<file path="config.mk">
export PLATFORM = sky130hd
export DESIGN_NAME = host_arbiter
export DESIGN_NICKNAME = d
export VERILOG_FILES = /design/src/rtl/host_arbiter.sv
export SDC_FILE = /design/constraint.sdc
export NUM_CORES = 1
export LEC_CHECK = 0
export CORE_AREA = 2 2 318 320
export CTS_BUF_LIST = sky130_fd_sc_hd__clkbuf_4
export DETAILED_ROUTE_END_ITERATION = 8
export DIE_AREA = 0 0 320 322
export GPL_TIMING_DRIVEN = 1
export MAX_ROUTING_LAYER = met4
export PLACE_DENSITY = 0.4
export SYNTH_ARGS = -nofsm -noshare
export SYNTH_HDL_FRONTEND = slang
export SYNTH_SLANG_ARGS = --single-unit
</file>
<file path="constraint.sdc">
create_clock -name CLK -period 3.3 [get_ports CLK]
set_input_delay 0.33 -clock CLK [delete_from_list [all_inputs] [get_ports CLK]]
set_output_delay 0.33 -clock CLK [all_outputs]
set_load 0.005 [all_outputs]
</file>
<file path="src/rtl/host_arbiter.sv">
// host_arbiter: shares the RGB frame-write path between the remote host (1) and the
// local override host (2). Host 2 wins and locks host 1 out for LOCK_MS 1 kHz ticks.
module host_arbiter #(
  parameter logic [15:0] LOCK_MS       = 16'd1000,
  parameter logic [3:0]  SETTLE_CYCLES = 4'd2
) (
  input  logic         CLK,
  input  logic         RST,
  input  logic         CLK_1kHz,
  input  logic         REQ_1,
  input  logic [255:0] DATA_1,
  input  logic [7:0]   BANK_1,
  output logic         ACK_1,
  output logic         NAK_1,
  input  logic         REQ_2,
  input  logic [255:0] DATA_2,
  input  logic [7:0]   BANK_2,
  output logic         ACK_2,
  input  logic         BUSY,
  output logic [255:0] DATA,
  output logic [7:0]   BANK,
  output logic         DATA_WRITE_COPY,
  output logic [1:0]   OWNER,
  output logic         LOCK_ACTIVE,
  output logic [7:0]   DROP_CNT_1
);

  localparam int unsigned DATA_W   = 256;
  localparam int unsigned BANK_W   = 8;
  localparam int unsigned LOCK_W   = 16;
  localparam int unsigned SETTLE_W = 4;
  localparam int unsigned CNT_W    = 8;

  typedef enum logic [1:0] {ST_IDLE, ST_GRANT, ST_STROBE, ST_SETTLE} state_e;

  state_e              state_q, state_d;
  logic [LOCK_W-1:0]   lock_q, lock_d;
  logic [SETTLE_W-1:0] settle_q, settle_d;
  logic                tk_s1_q, tk_s1_d, tk_s2_q, tk_s2_d;
  logic                blk_1_q, blk_1_d, blk_2_q, blk_2_d;
  logic [DATA_W-1:0]   data_q, data_d;
  logic [BANK_W-1:0]   bank_q, bank_d;
  logic [1:0]          owner_q, owner_d;
  logic                ack_1_q, ack_1_d, nak_1_q, nak_1_d, ack_2_q, ack_2_d;
  logic                wr_q, wr_d, lock_act_q, lock_act_d;
  logic [CNT_W-1:0]    drop_q, drop_d;

  logic tick, arb_en, svc_1, svc_2, grant_1, grant_2, drop_1;

  // A request is serviceable only once its REQ has been seen low since its last ACK.
  assign tick    = tk_s1_q & ~tk_s2_q;
  assign arb_en  = (state_q == ST_IDLE) & ~BUSY;
  assign svc_1   = REQ_1 & ~blk_1_q;
  assign svc_2   = REQ_2 & ~blk_2_q;
  assign grant_2 = arb_en & svc_2;
  assign grant_1 = arb_en & ~svc_2 & svc_1 & (lock_q == '0);
  assign drop_1  = arb_en & ~svc_2 & svc_1 & (lock_q != '0);

  always_ff @(posedge CLK) begin
    if (RST) state_q <= ST_IDLE;
    else     state_q <= state_d;
  end

  always_comb begin
    state_d = state_q;
    case (state_q)
      ST_IDLE:   if (grant_1 | grant_2) state_d = ST_GRANT;
      ST_GRANT:  state_d = ST_STROBE;
      ST_STROBE: state_d = ST_SETTLE;
      ST_SETTLE: if (settle_q <= SETTLE_W'(1)) state_d = ST_IDLE;
      default:   state_d = ST_IDLE;
    endcase
  end

  // Outputs are registered on the arbitration edge so ACK lands one cycle after the REQ sample.
  always_comb begin
    tk_s1_d    = CLK_1kHz;
    tk_s2_d    = tk_s1_q;
    blk_1_d    = (blk_1_q & REQ_1) | grant_1 | drop_1;
    blk_2_d    = (blk_2_q & REQ_2) | grant_2;
    data_d     = data_q;
    bank_d     = bank_q;
    owner_d    = owner_q;
    ack_1_d    = grant_1 | drop_1;
    nak_1_d    = drop_1;
    ack_2_d    = grant_2;
    wr_d       = (state_q == ST_GRANT);
    drop_d     = drop_q;
    lock_d     = lock_q;
    settle_d   = settle_q;

    if (grant_2) begin
      data_d  = DATA_2;
      bank_d  = BANK_2;
      owner_d = 2'd2;
    end else if (grant_1) begin
      data_d  = DATA_1;
      bank_d  = BANK_1;
      owner_d = 2'd1;
    end

    if (drop_1 && (drop_q != {CNT_W{1'b1}})) drop_d = drop_q + CNT_W'(1);

    // A lock load beats a coincident tick.
    if (grant_2)                      lock_d = LOCK_MS;
    else if (tick && (lock_q != '0)) lock_d = lock_q - LOCK_W'(1);

    if (state_q == ST_STROBE)                          settle_d = SETTLE_CYCLES;
    else if ((state_q == ST_SETTLE) && (settle_q != '0)) settle_d = settle_q - SETTLE_W'(1);

    lock_act_d = (lock_d != '0);
  end

  always_ff @(posedge CLK) begin
    if (RST) begin
      tk_s1_q    <= 1'b0;
      tk_s2_q    <= 1'b0;
      blk_1_q    <= 1'b0;
      blk_2_q    <= 1'b0;
      data_q     <= '0;
      bank_q     <= '0;
      owner_q    <= '0;
      ack_1_q    <= 1'b0;
      nak_1_q    <= 1'b0;
      ack_2_q    <= 1'b0;
      wr_q       <= 1'b0;
      drop_q     <= '0;
      lock_q     <= '0;
      settle_q   <= '0;
      lock_act_q <= 1'b0;
    end else begin
      tk_s1_q    <= tk_s1_d;
      tk_s2_q    <= tk_s2_d;
      blk_1_q    <= blk_1_d;
      blk_2_q    <= blk_2_d;
      data_q     <= data_d;
      bank_q     <= bank_d;
      owner_q    <= owner_d;
      ack_1_q    <= ack_1_d;
      nak_1_q    <= nak_1_d;
      ack_2_q    <= ack_2_d;
      wr_q       <= wr_d;
      drop_q     <= drop_d;
      lock_q     <= lock_d;
      settle_q   <= settle_d;
      lock_act_q <= lock_act_d;
    end
  end

  assign DATA            = data_q;
  assign BANK            = bank_q;
  assign OWNER           = owner_q;
  assign ACK_1           = ack_1_q;
  assign NAK_1           = nak_1_q;
  assign ACK_2           = ack_2_q;
  assign DATA_WRITE_COPY = wr_q;
  assign LOCK_ACTIVE     = lock_act_q;
  assign DROP_CNT_1      = drop_q;

endmodule

</file>
==> results of run 1 <==
[cell usage in the layout (no fill, tap or decap), types with 3 or more instances in the layout]
| master | Yosys | final |
|---|---|---|
| a211oi_1 | 3 | 3 |
| a21oi_1 | 6 | 6 |
| a311oi_1 | 264 | 264 |
| a31oi_1 | 3 | 3 |
| and3_1 | 4 | 4 |
| buf_12 | 0 | 18 |
| buf_4 | 0 | 31 |
| clkbuf_4 | 0 | 139 |
| clkdlybuf4s50_1 | 0 | 811 |
| clkinv_1 | 0 | 22 |
| dfxtp_1 | 305 | 305 |
| diode_2 | 0 | 8 |
| dlygate4sd3_1 | 0 | 513 |
| ha_1 | 10 | 10 |
| inv_1 | 8 | 8 |
| mux2i_1 | 5 | 5 |
| nand2_1 | 539 | 539 |
| nand2b_1 | 5 | 5 |
| nand3_1 | 5 | 5 |
| nand3b_1 | 3 | 3 |
| nand4_1 | 7 | 7 |
| nor2_1 | 303 | 303 |
| nor2b_1 | 7 | 7 |
| nor3_1 | 10 | 10 |
| nor4_1 | 7 | 7 |
| o21ai_0 | 4 | 4 |
| xnor2_1 | 7 | 7 |
| xor2_1 | 13 | 13 |
[registers in the layout, summed over array words and instances (netlist names)]
name	flops
NAK_1	1
ACK_2	1
state_q	2
LOCK_ACTIVE	1
DROP_CNT_1	8
blk_1_q	1
settle_q	4
lock_q	16
tk_s2_q	1
blk_2_q	1
tk_s1_q	1
ACK_1	1
BANK	8
DATA	256
DATA_WRITE_COPY	1
OWNER	2
[area by class of cell]
class                   instances  share of cell area
well taps                    1298              0.0552
clock inverters                29             0.00604
clock buffers                 139              0.0355
repair buffers               1374               0.471
multi-input cells            1240               0.223
diodes                          8            0.000681
flip-flops and latches        305               0.208
inverters                       8             0.00102
[report_power, final]
group / switching (mW) / total, mW / internal [mW] / leakage [nW]
logic: 2.49 / 5.62 / 3.13 / 7.31
clock network: 1.89 / 3.97 / 2.08 / 0.719
registers: 0.499 / 4.98 / 4.48 / 2.50
total: 4.87 / 14.6 / 9.69 / 10.5
[worst paths after layout]
| path | from | to | depth (start not counted) |
|---|---|---|---|
| hold reg to reg | blk_1_q | blk_1_q | 2 |
| setup reg to reg | lock_q[2] | DATA[166] | 7 |
| setup / recovery | lock_q[2] | DATA[166] | 7 |
| hold / removal | DATA_2[38] | DATA[38] | 3 |
[worst reg2reg max path, delay by kind of cell (launching register included)]
| kind | cells | cell delay (ns) |
|---|---|---|
| buffers and inverters | 2 | 0.80 |
| and+or+nand+nor | 4 | 1.78 |
| DFF | 1 | 0.36 |
| AOI/OAI and AO/OA | 1 | 0.09 |
[per-layer routing]
metal,GRT usage,vias to the layer above,wire length [um]
li1,-,8667,-
met1,0.154,8069,30000
met2,0.236,631,36000
met3,0.0437,127,5330
met4,0.0543,0,2340
met5,-,-,0
[cell families (layout without fill, tap and decap cells)]
kind of cell	Yosys count	in the layout	share of synthesized area
other	0	8	0
AO/OA/AOI/OAI	295	295	0.191
AND/OR/NAND/NOR	909	909	0.271
adder cells (fa/ha/maj)	10	10	0.00939
XOR/XNOR	20	20	0.0131
multiplexers	6	6	0.00460
buffers and inverters	165	1550	0.0523
flip-flops	305	305	0.458
[per-stage QoR]
| stage | utilization | setup WS (ns) | std cells | total power, mW |
|---|---|---|---|---|
| 4_1_cts | 0.295 | 0.0626 | 4393 | 14.9 |
| 3_3_place_gp | 0.231 | 0.422 | 3712 | 10.2 |
| 5_1_grt | 0.295 | 0.0551 | 4401 | 15.6 |
| 3_5_place_dp | 0.231 | 0.355 | 3712 | 10.2 |
| 6_report | 0.295 | 0.154 | 4401 | 14.6 |
| 2_1_floorplan | - | 0.596 | 1710 | 7.07 |
[repair_timing]
action                                  CTS  global route
endpoints found under the hold margin   267             0
endpoints found under the setup margin    0             6
gates resized for setup                   0             1
hold buffers                            513             0
==> metrics, run 1 <==
Tmin final=about 3.1 ns; Most used DFF post-synth=dfxtp_1; hold_ws=roughly 0.16 ns; RSZ-0062 raised after global routing=no; Yosys reg bits=305; Worst-path clk slew=approximately 0.06 ns; CORE AREA=between 0.09 and 0.1 sq mm; DRT iter0 DRCs=751; Relative slew margins=0.571; Synth area leaders=dfxtp_1, a311oi_1, nand2_1, nor2_1, clkbuf_1; Yosys warning count=0; clock sink count=305; row count=116; CP dominant cell by count=or4_4; area of the multi-input gates=roughly 0.0066 sq mm; Cell variety after synth=52; drt pass-1 iters=5; vias in the first global route=18500; worst hold path type=in -> reg; worst endpoint required time=between 4 and 5 ns; DR vias=17500; Initial Utilization=0.134; GPL Wtd Cong=about 0.80; Area Growth Syn to Fin=121%; Peak Freq=~0.32 GHz; Worst-Skew Late Latency=0.90 ns; Post-synth ARST share=0; Post-CTS Setup Inserts=0; final worst path period share=0.953; most common cell in the synthesized netlist=nand2_1; crit-path cells=or4_4, or4_4, or3_4, buf_12, nand2_1, a311oi_1, dlygate4sd3_1; die span in x=roughly 320 um; Mapped Nets=2254; R2R setup slack=about 0.15 ns; outcome=complete, no violations; Crit Path Max Fanout=21; Peak VDD IR=around 0.25 mV; Worst Path Buf+Inv=2; Fin Clk Skew=about 0.07 ns; number of synthesized flops with an enable pin=0; Post-Syn Area=between 0.01 and 0.015 sq mm; crit path kind=reg -> reg; leakage=around 11 nW; Fin. Hold Viols=0; mean post-synth cell area=just under 8 sq um; WL per Instance=approximately 17 um; TNS Setup=0 ns; Worst Tran Pin Value=0.644 ns; Max-Cap Viols=0; first-pass GRT wire length=109 mm; fin nets=between 3000 and 4000; critical path's top delay family=simple AND/OR/NAND/NOR gates; number of antenna violations at the first check in global routing=4; Routed Antenna Nets=0; top-area cell type share of the netlist area=0.458; Largest stage delay, worst path=just over 0.6 ns; max-slew violations=0; # fillers=~11000; IO Port Bufs=around 800; hpwl dp=about 52 mm; Crit. End Element=flop; CTS tree=built; grt total ovfl=0; num ports=approximately 810; clk root buf=clkbuf_4; CP arrival=3.91 ns; clk buf depth=3; pin count of the biggest net entering global routing=104; vias per cell=~4.0; final setup fails=0; CP max stage cell=dlygate4sd3_1; GRT Total Usage=0.140; Critical Path Start Type=flop; sequential fraction of the synthesis area=0.458; H-tree Lvls=3; Die Outline Area=0.103 sq mm; placed instance area=roughly 0.023 sq mm; Sequential Area=between 0.006 and 0.007 sq mm; Commonest cells post-synth=nand2_1, dfxtp_1, nor2_1, a311oi_1, clkbuf_1; final instance area=0.0294 sq mm; Post-Syn Instances=1710; Synth area leader=dfxtp_1; Num CTS Buffers=98; share of layout cells above drive strength 1=0.0669; DIE HEIGHT=approximately 320 um; wirelength, routed=around 74 mm; Pwr Density=495 mW/mm^2; DR DRC count=0
Note: power is estimated with default switching activity, not from simulation.
==> run 2: changes to the inputs <==
- CORE_AREA: 2 2 318 320 -> 2 2 317 319
- DIE_AREA: 0 0 320 322 -> 0 0 319 321
- PLACE_DENSITY: 0.4 -> 0.42
- clock period: 3.3 -> 2.7 ns (I/O delays scaled with it)
==> run 2 against run 1 <==
Effect of this change:
- global-route usage increased by 0.55 points
- worst setup slack got worse by 0.065 ns
- total power is 29% higher
- critical path depth rose by 1
- clock-buffer cell count is 13 higher
- clock power grew 31%
==> metrics, run 2 (synthesis gave the netlist of run 1 again) <==
Post-Place Setup Slack=-0.000860 ns (-0.356 ns); Max-Cap Viols=0 (unchanged); WL per Instance=17.1 um (+2.4%); DR vias=17900 (+2.6%); outcome=complete, no violations; Worst Path Buf+Inv=3 (+1); CORE AREA=0.0993 sq mm (-0.29%); vias per cell=4.00 (+0.68%); clock sink count=305 (unchanged); Tmin final=2.61 ns (-0.535 ns); H-tree Lvls=3 (unchanged); Clk pwr share=0.278 (+0.006); worst endpoint required time=3.49 ns (-0.57 ns); Area Growth Syn to Fin=130%; max reg flops=256 (unchanged); share of layout cells above drive strength 1=0.104 (+0.0373); leakage=11.1 nW (+5.1%); Worst Tran Pin Value=0.574 ns (-0.0697 ns); NetSw=6.25 mW (+28%); drt pass-1 iters=4 (-1); Worst-Skew Late Latency=0.91 ns (about the same); worst hold path type=in -> reg; Fin Clk Skew=0.0494 ns (-0.0199 ns); Peak VDD IR=0.268 mV (+9.4%); CP arrival=3.40 ns (-0.51 ns); Die Outline Area=0.102 sq mm (-0.62%); # fillers=10500 (-1.7%); grt total ovfl=0 (unchanged); RSZ-0062 raised after global routing=yes; fin nets=3649 (+2.2%); CP dominant cell by count=or4_4; critical path's top delay family=simple AND/OR/NAND/NOR gates; die span in x=319 um (-0.31%); Design Power=18.7 mW (+29%); clk buf depth=3 (unchanged); Peak Freq=0.383 GHz (+20%); CP max stage cell=or4_4; Largest stage delay, worst path=0.54 ns (-0.07 ns); Fin. Hold Viols=0 (unchanged); hpwl dp=54.1 mm (+3.1%); GPL Wtd Cong=0.802 (+0.65%); P_int=12.5 mW (+29%); Num CTS Buffers=102 (+4.1%); number of antenna violations at the first check in global routing=7 (+3); clk root buf=clkbuf_4; most common cell after layout, fill and taps aside=clkdlybuf4s50_1; vias in the first global route=18700 (+0.73%); crit-path cells=or4_4, or4_4, nor3_4, buf_12, buf_16, clkbuf_16, nand2_1, a311oi_1; final worst path period share=0.967 (+0.0137); first-pass GRT wire length=112 mm (+2.8%); Seq pwr share=0.325 (-0.017); num ports=813 (unchanged); Initial Utilization=0.134 (+0.000391); area of the multi-input gates=0.00685 sq mm (+4.6%); Crit Path Max Fanout=9 (-57%); max-slew violations=0 (unchanged); setup ws final=0.0889 ns (-0.0648 ns); Critical Path Start Type=flop; CTS tree=built; row count=116 (unchanged); wirelength, routed=76.9 mm (+4.4%); non-filler cells, final=4484 (+1.9%); Relative slew margins=0.616 (+0.0458); Placed Cells=3764 (+1.4%); Sequential Area=0.00611 sq mm (about the same); pin count of the biggest net entering global routing=71 (-32%); DIE HEIGHT=321 um (-0.31%); GRT Total Usage=0.146 (+0.00551); logic gate share of total power=0.397 (+0.011); DR DRC count=0 (unchanged); DRT iter0 DRCs=687 (-8.5%); Crit. End Element=flop; Pwr Density=611 mW/mm^2 (+23%); Routed Antenna Nets=0 (unchanged); IO Port Bufs=812 (unchanged); switch share=0.333 (-0.00126); Worst-path clk slew=0.06 ns (about the same); crit path kind=reg -> reg; final setup fails=0 (unchanged); commonest non-fill, non-tap cells in the layout=clkdlybuf4s50_1, nand2_1, dlygate4sd3_1, dfxtp_1, nor2_1
==> run 2: area by class of cell <==
type                    instances  area share
repair buffers               1448       0.480
multi-input cells            1240       0.223
flip-flops and latches        305       0.199
well taps                    1298      0.0530
clock buffers                 152      0.0372
clock inverters                23     0.00580
inverters                       8    0.000980
diodes                         10    0.000816
==> run 2: through the flow <==
stage	cell area [sq um]	hold slack (ns)	util	TNS (ns)
3_5_place_dp	23500	0.444	0.236	-0.000860
4_1_cts	30100	0.000597	0.303	0
6_report	30700	0.126	0.309	0
3_3_place_gp	23500	0.442	0.236	0
2_1_floorplan	13300	0.398	-	0
5_1_grt	30700	0.0212	0.309	-0.372
==> run 2: tightest hold or removal path, stage by stage <==
cell             delay, ns
clkdlybuf4s50_1       0.40
nor2_1                0.20
a311oi_1              0.07
==> run 2: metal layers <==
layer  GRT usage  share of wire
met1       0.160           0.41
met3      0.0487          0.077
met2       0.241           0.48
met5           -              0
met4      0.0608          0.037
==> run 2: power by group through the flow <==
stage / Sequential, mW / Combinational [mW] / Clock (mW)
CTS: 6.09 / 7.26 / 5.49
finish: 6.09 / 7.44 / 5.22
floorplan: 6.14 / 2.51 / 0
global route: 6.20 / 8.07 / 5.73
global placement: 6.16 / 6.60 / 0
detailed placement: 6.16 / 6.56 / 0
==> run 2: what timing repair did <==
item,in CTS,in global routing
gates resized for setup,1,75
setup buffers,2,1
endpoints found under the hold margin,296,0
hold buffers,527,0
endpoints found under the setup margin,18,159
cloned,1,4
pin swaps,1,7
==> run 2: final timing paths <==
check / from / endpoint / slack (ns) / depth (start not counted)
worst max register to register: lock_q[2] / DATA[70] / 0.09 / 8
worst min-delay path: DATA_2[12] / DATA[12] / 0.13 / 3
worst max-delay path: lock_q[2] / DATA[70] / 0.09 / 8
worst min register to register: blk_1_q / blk_1_q / 0.45 / 2
==> run 3: changes to the inputs <==
- CAP_MARGIN: unset -> 40
==> run 3 against run 2 <==
Effect of this change:
- clock-buffer cell count up 3
- die area stayed put
- utilization is 0.13 points higher
- via count barely moved
- worst setup slack worse by 0.066 ns
- clock power down 4.0%
- first-iteration DRC count is 3.3% higher
- critical path depth stayed put
- sequential share of layout area down 0.084 points
- total power decreased by 0.68%
- hold slack better by 0.057 ns
- sequential cell count did not move
- largest cell class unchanged
==> metrics, run 3 (synthesis gave the netlist of run 1 again) <==
Initial Utilization=0.134 (unchanged); vias per cell=4.00 (about the same); DR vias=17900 (-0.028%); grt peak-use layer=met2; Pwr Density=605 mW/mm^2 (-1.1%); commonest non-fill, non-tap cells in the layout=clkdlybuf4s50_1, nand2_1, dlygate4sd3_1, dfxtp_1, nor2_1; Routed Antenna Nets=0 (unchanged); Num CTS Buffers=100 (-2.0%); logic gate share of total power=0.404 (+0.007); Critical Path Stages=8 (unchanged); Relative slew margins=0.602 (-0.0144); final worst path period share=0.991 (+0.0244); NetSw=6.24 mW (-0.14%); clk root buf=clkbuf_4; CP arrival=3.48 ns (+0.08 ns); M1 GR Usage=0.159 (-0.000936); Peak VDD IR=0.281 mV (+4.6%); DRT iter0 DRCs=710 (+3.3%); max-slew violations=0 (unchanged); wirelength, routed=77.7 mm (+1.1%); Crit Reg-Reg Startpoint=lock_q[3]; crit-path cells=or4_4, or4_4, nor3_4, buf_12, clkbuf_16, buf_12, nand2_1, a311oi_2; Area Growth Syn to Fin=131%; Post-Place Setup Slack=0.0199 ns (+0.0207 ns); R2R setup slack=0.02 ns (-0.07 ns); vias in the first global route=18600 (-0.56%); DIE HEIGHT=321 um (unchanged); CTS tree=built; GRT Total Usage=0.145 (-0.000683); IO Port Bufs=812 (unchanged); num ports=813 (unchanged); Sequential Area=0.00611 sq mm (unchanged); Die Outline Area=0.102 sq mm (unchanged); met2 Resource Use GR=0.240 (-0.000968); outcome=complete, no violations; Critical Path Start Type=flop; share of layout cells above drive strength 1=0.110 (+0.00563); most common cell after layout, fill and taps aside=clkdlybuf4s50_1; WL per Instance=17.3 um (+1.1%); die span in x=319 um (unchanged); critical path's top delay family=simple AND/OR/NAND/NOR gates; Crit. End Element=flop; Worst Tran Pin Value=0.594 ns (+0.0190 ns); drt pass-1 iters=5 (+1); Fin. Hold Viols=0 (unchanged); DR DRC count=0 (unchanged); first-pass GRT wire length=112 mm (-0.66%); CP max stage cell=or4_4; Crit Path Max Fanout=10 (+1); Critical Path Source=lock_q[3]; leakage=11.1 nW (+0.42%); CORE AREA=0.0993 sq mm (unchanged); Tmin final=2.68 ns (+0.0659 ns); clock sink count=305 (unchanged); Peak Freq=0.374 GHz (-2.5%); Max-Cap Viols=0 (unchanged); RSZ-0062 raised after global routing=yes; area of the multi-input gates=0.00691 sq mm (+0.84%); max reg flops=256 (unchanged); GR met3 Demand/Resource=0.0499 (+0.00120); TNS Setup=0 ns (unchanged); row count=116 (unchanged); FF-to-FF path depth=8 (unchanged); H-tree Lvls=3 (unchanged); Setup crit end=DATA[245]; Worst-Skew Late Latency=0.91 ns (about the same); worst hold path type=in -> reg; clk buf depth=3 (unchanged); GPL Wtd Cong=0.802 (unchanged); Fin Clk Skew=0.0664 ns (+0.0171 ns); pin count of the biggest net entering global routing=71 (unchanged); Worst-path clk slew=0.06 ns (about the same); setup ws final=0.0231 ns (-0.0659 ns); hpwl dp=54.2 mm (+0.11%); switch share=0.335 (+0.00180); Worst Path Buf+Inv=3 (unchanged); Clk pwr share=0.269 (-0.009); # fillers=10500 (-0.20%); P_int=12.4 mW (-0.94%); worst endpoint required time=3.50 ns (about the same); final setup fails=0 (unchanged); Seq pwr share=0.327 (+0.002); fin nets=3655 (+0.16%); Largest stage delay, worst path=0.53 ns (about the same); grt total ovfl=0 (unchanged); number of antenna violations at the first check in global routing=6 (-1); crit path kind=reg -> reg; reg-to-reg endpoint=DATA[245]
-- run 3: cell count changes in the layout (fill, tap and decap cells not counted), moves of 4 or more --
cell,previous run,this run
a311oi_1,218,212
a311oi_2,46,52
buf_12,22,26
clkinv_1,15,8
nand2_1,538,533
nand2_2,1,5
-- run 3: what timing repair did --
item | CTS | global route
setup buffers | 2 | 5
gates resized for setup | 1 | 93
cloned | 1 | 6
pin swaps | 1 | 23
hold buffers | 528 | 0
hold endpoints to repair | 302 | 0
setup endpoints to repair | 28 | 136
-- run 3: layout make-up --
cell class,count,area share
Clock inverter,13,0.00284
Sequential cell,305,0.198
Tap cell,1298,0.0528
Clock buffer,155,0.0378
Antenna cell,10,0.000813
Multi-Input combinational cell,1240,0.224
Timing Repair Buffer,1456,0.482
Inverter,8,0.000975
-- run 3: through the flow --
stage,power [mW],cell area [sq um],hold slack (ns),util,std cells
2_1_floorplan,8.65,13300,0.398,-,1710
3_3_place_gp,12.8,23500,0.442,0.236,3764
3_5_place_dp,12.7,23500,0.454,0.237,3765
4_1_cts,18.7,30100,0.0184,0.303,4464
5_1_grt,19.9,30800,0.00760,0.310,4485
6_report,18.6,30800,0.183,0.310,4485
-- run 3: worst min-delay path: stages --
cell and delay (ns):
clkdlybuf4s50_1 0.41, nor2_1 0.22, a311oi_1 0.08
-- run 3: worst min path at each step --
stage                      startpoint        end  slack (ns)  cells after the start
after detailed placement      blk_1_q    blk_1_q        0.45                      2
final                      DATA_2[44]   DATA[44]        0.18                      3
after global placement        blk_1_q    blk_1_q        0.44                      2
after global routing      DATA_2[227]  DATA[227]       0.008                      3
after floorplan              CLK_1kHz    tk_s1_q        0.40                      1
after CTS                 DATA_2[145]  DATA[145]        0.02                      3
-- run 3: power groups by stage --
| stage | logic (mW) | registers, mW | clock network (mW) |
|---|---|---|---|
| finish | 7.52 | 6.08 | 5.01 |
| global placement | 6.60 | 6.16 | 0 |
| global route | 8.15 | 6.20 | 5.55 |
| CTS | 7.27 | 6.08 | 5.30 |
| detailed placement | 6.56 | 6.15 | 0 |
| floorplan | 2.51 | 6.14 | 0 |
-- run 3: layer usage --
| layer | part of all wire | wire length [um] |
|---|---|---|
| met5 | 0 | 0 |
| met4 | 0.032 | 2520 |
| met3 | 0.078 | 6060 |
| met2 | 0.48 | 37700 |
| met1 | 0.40 | 31500 |
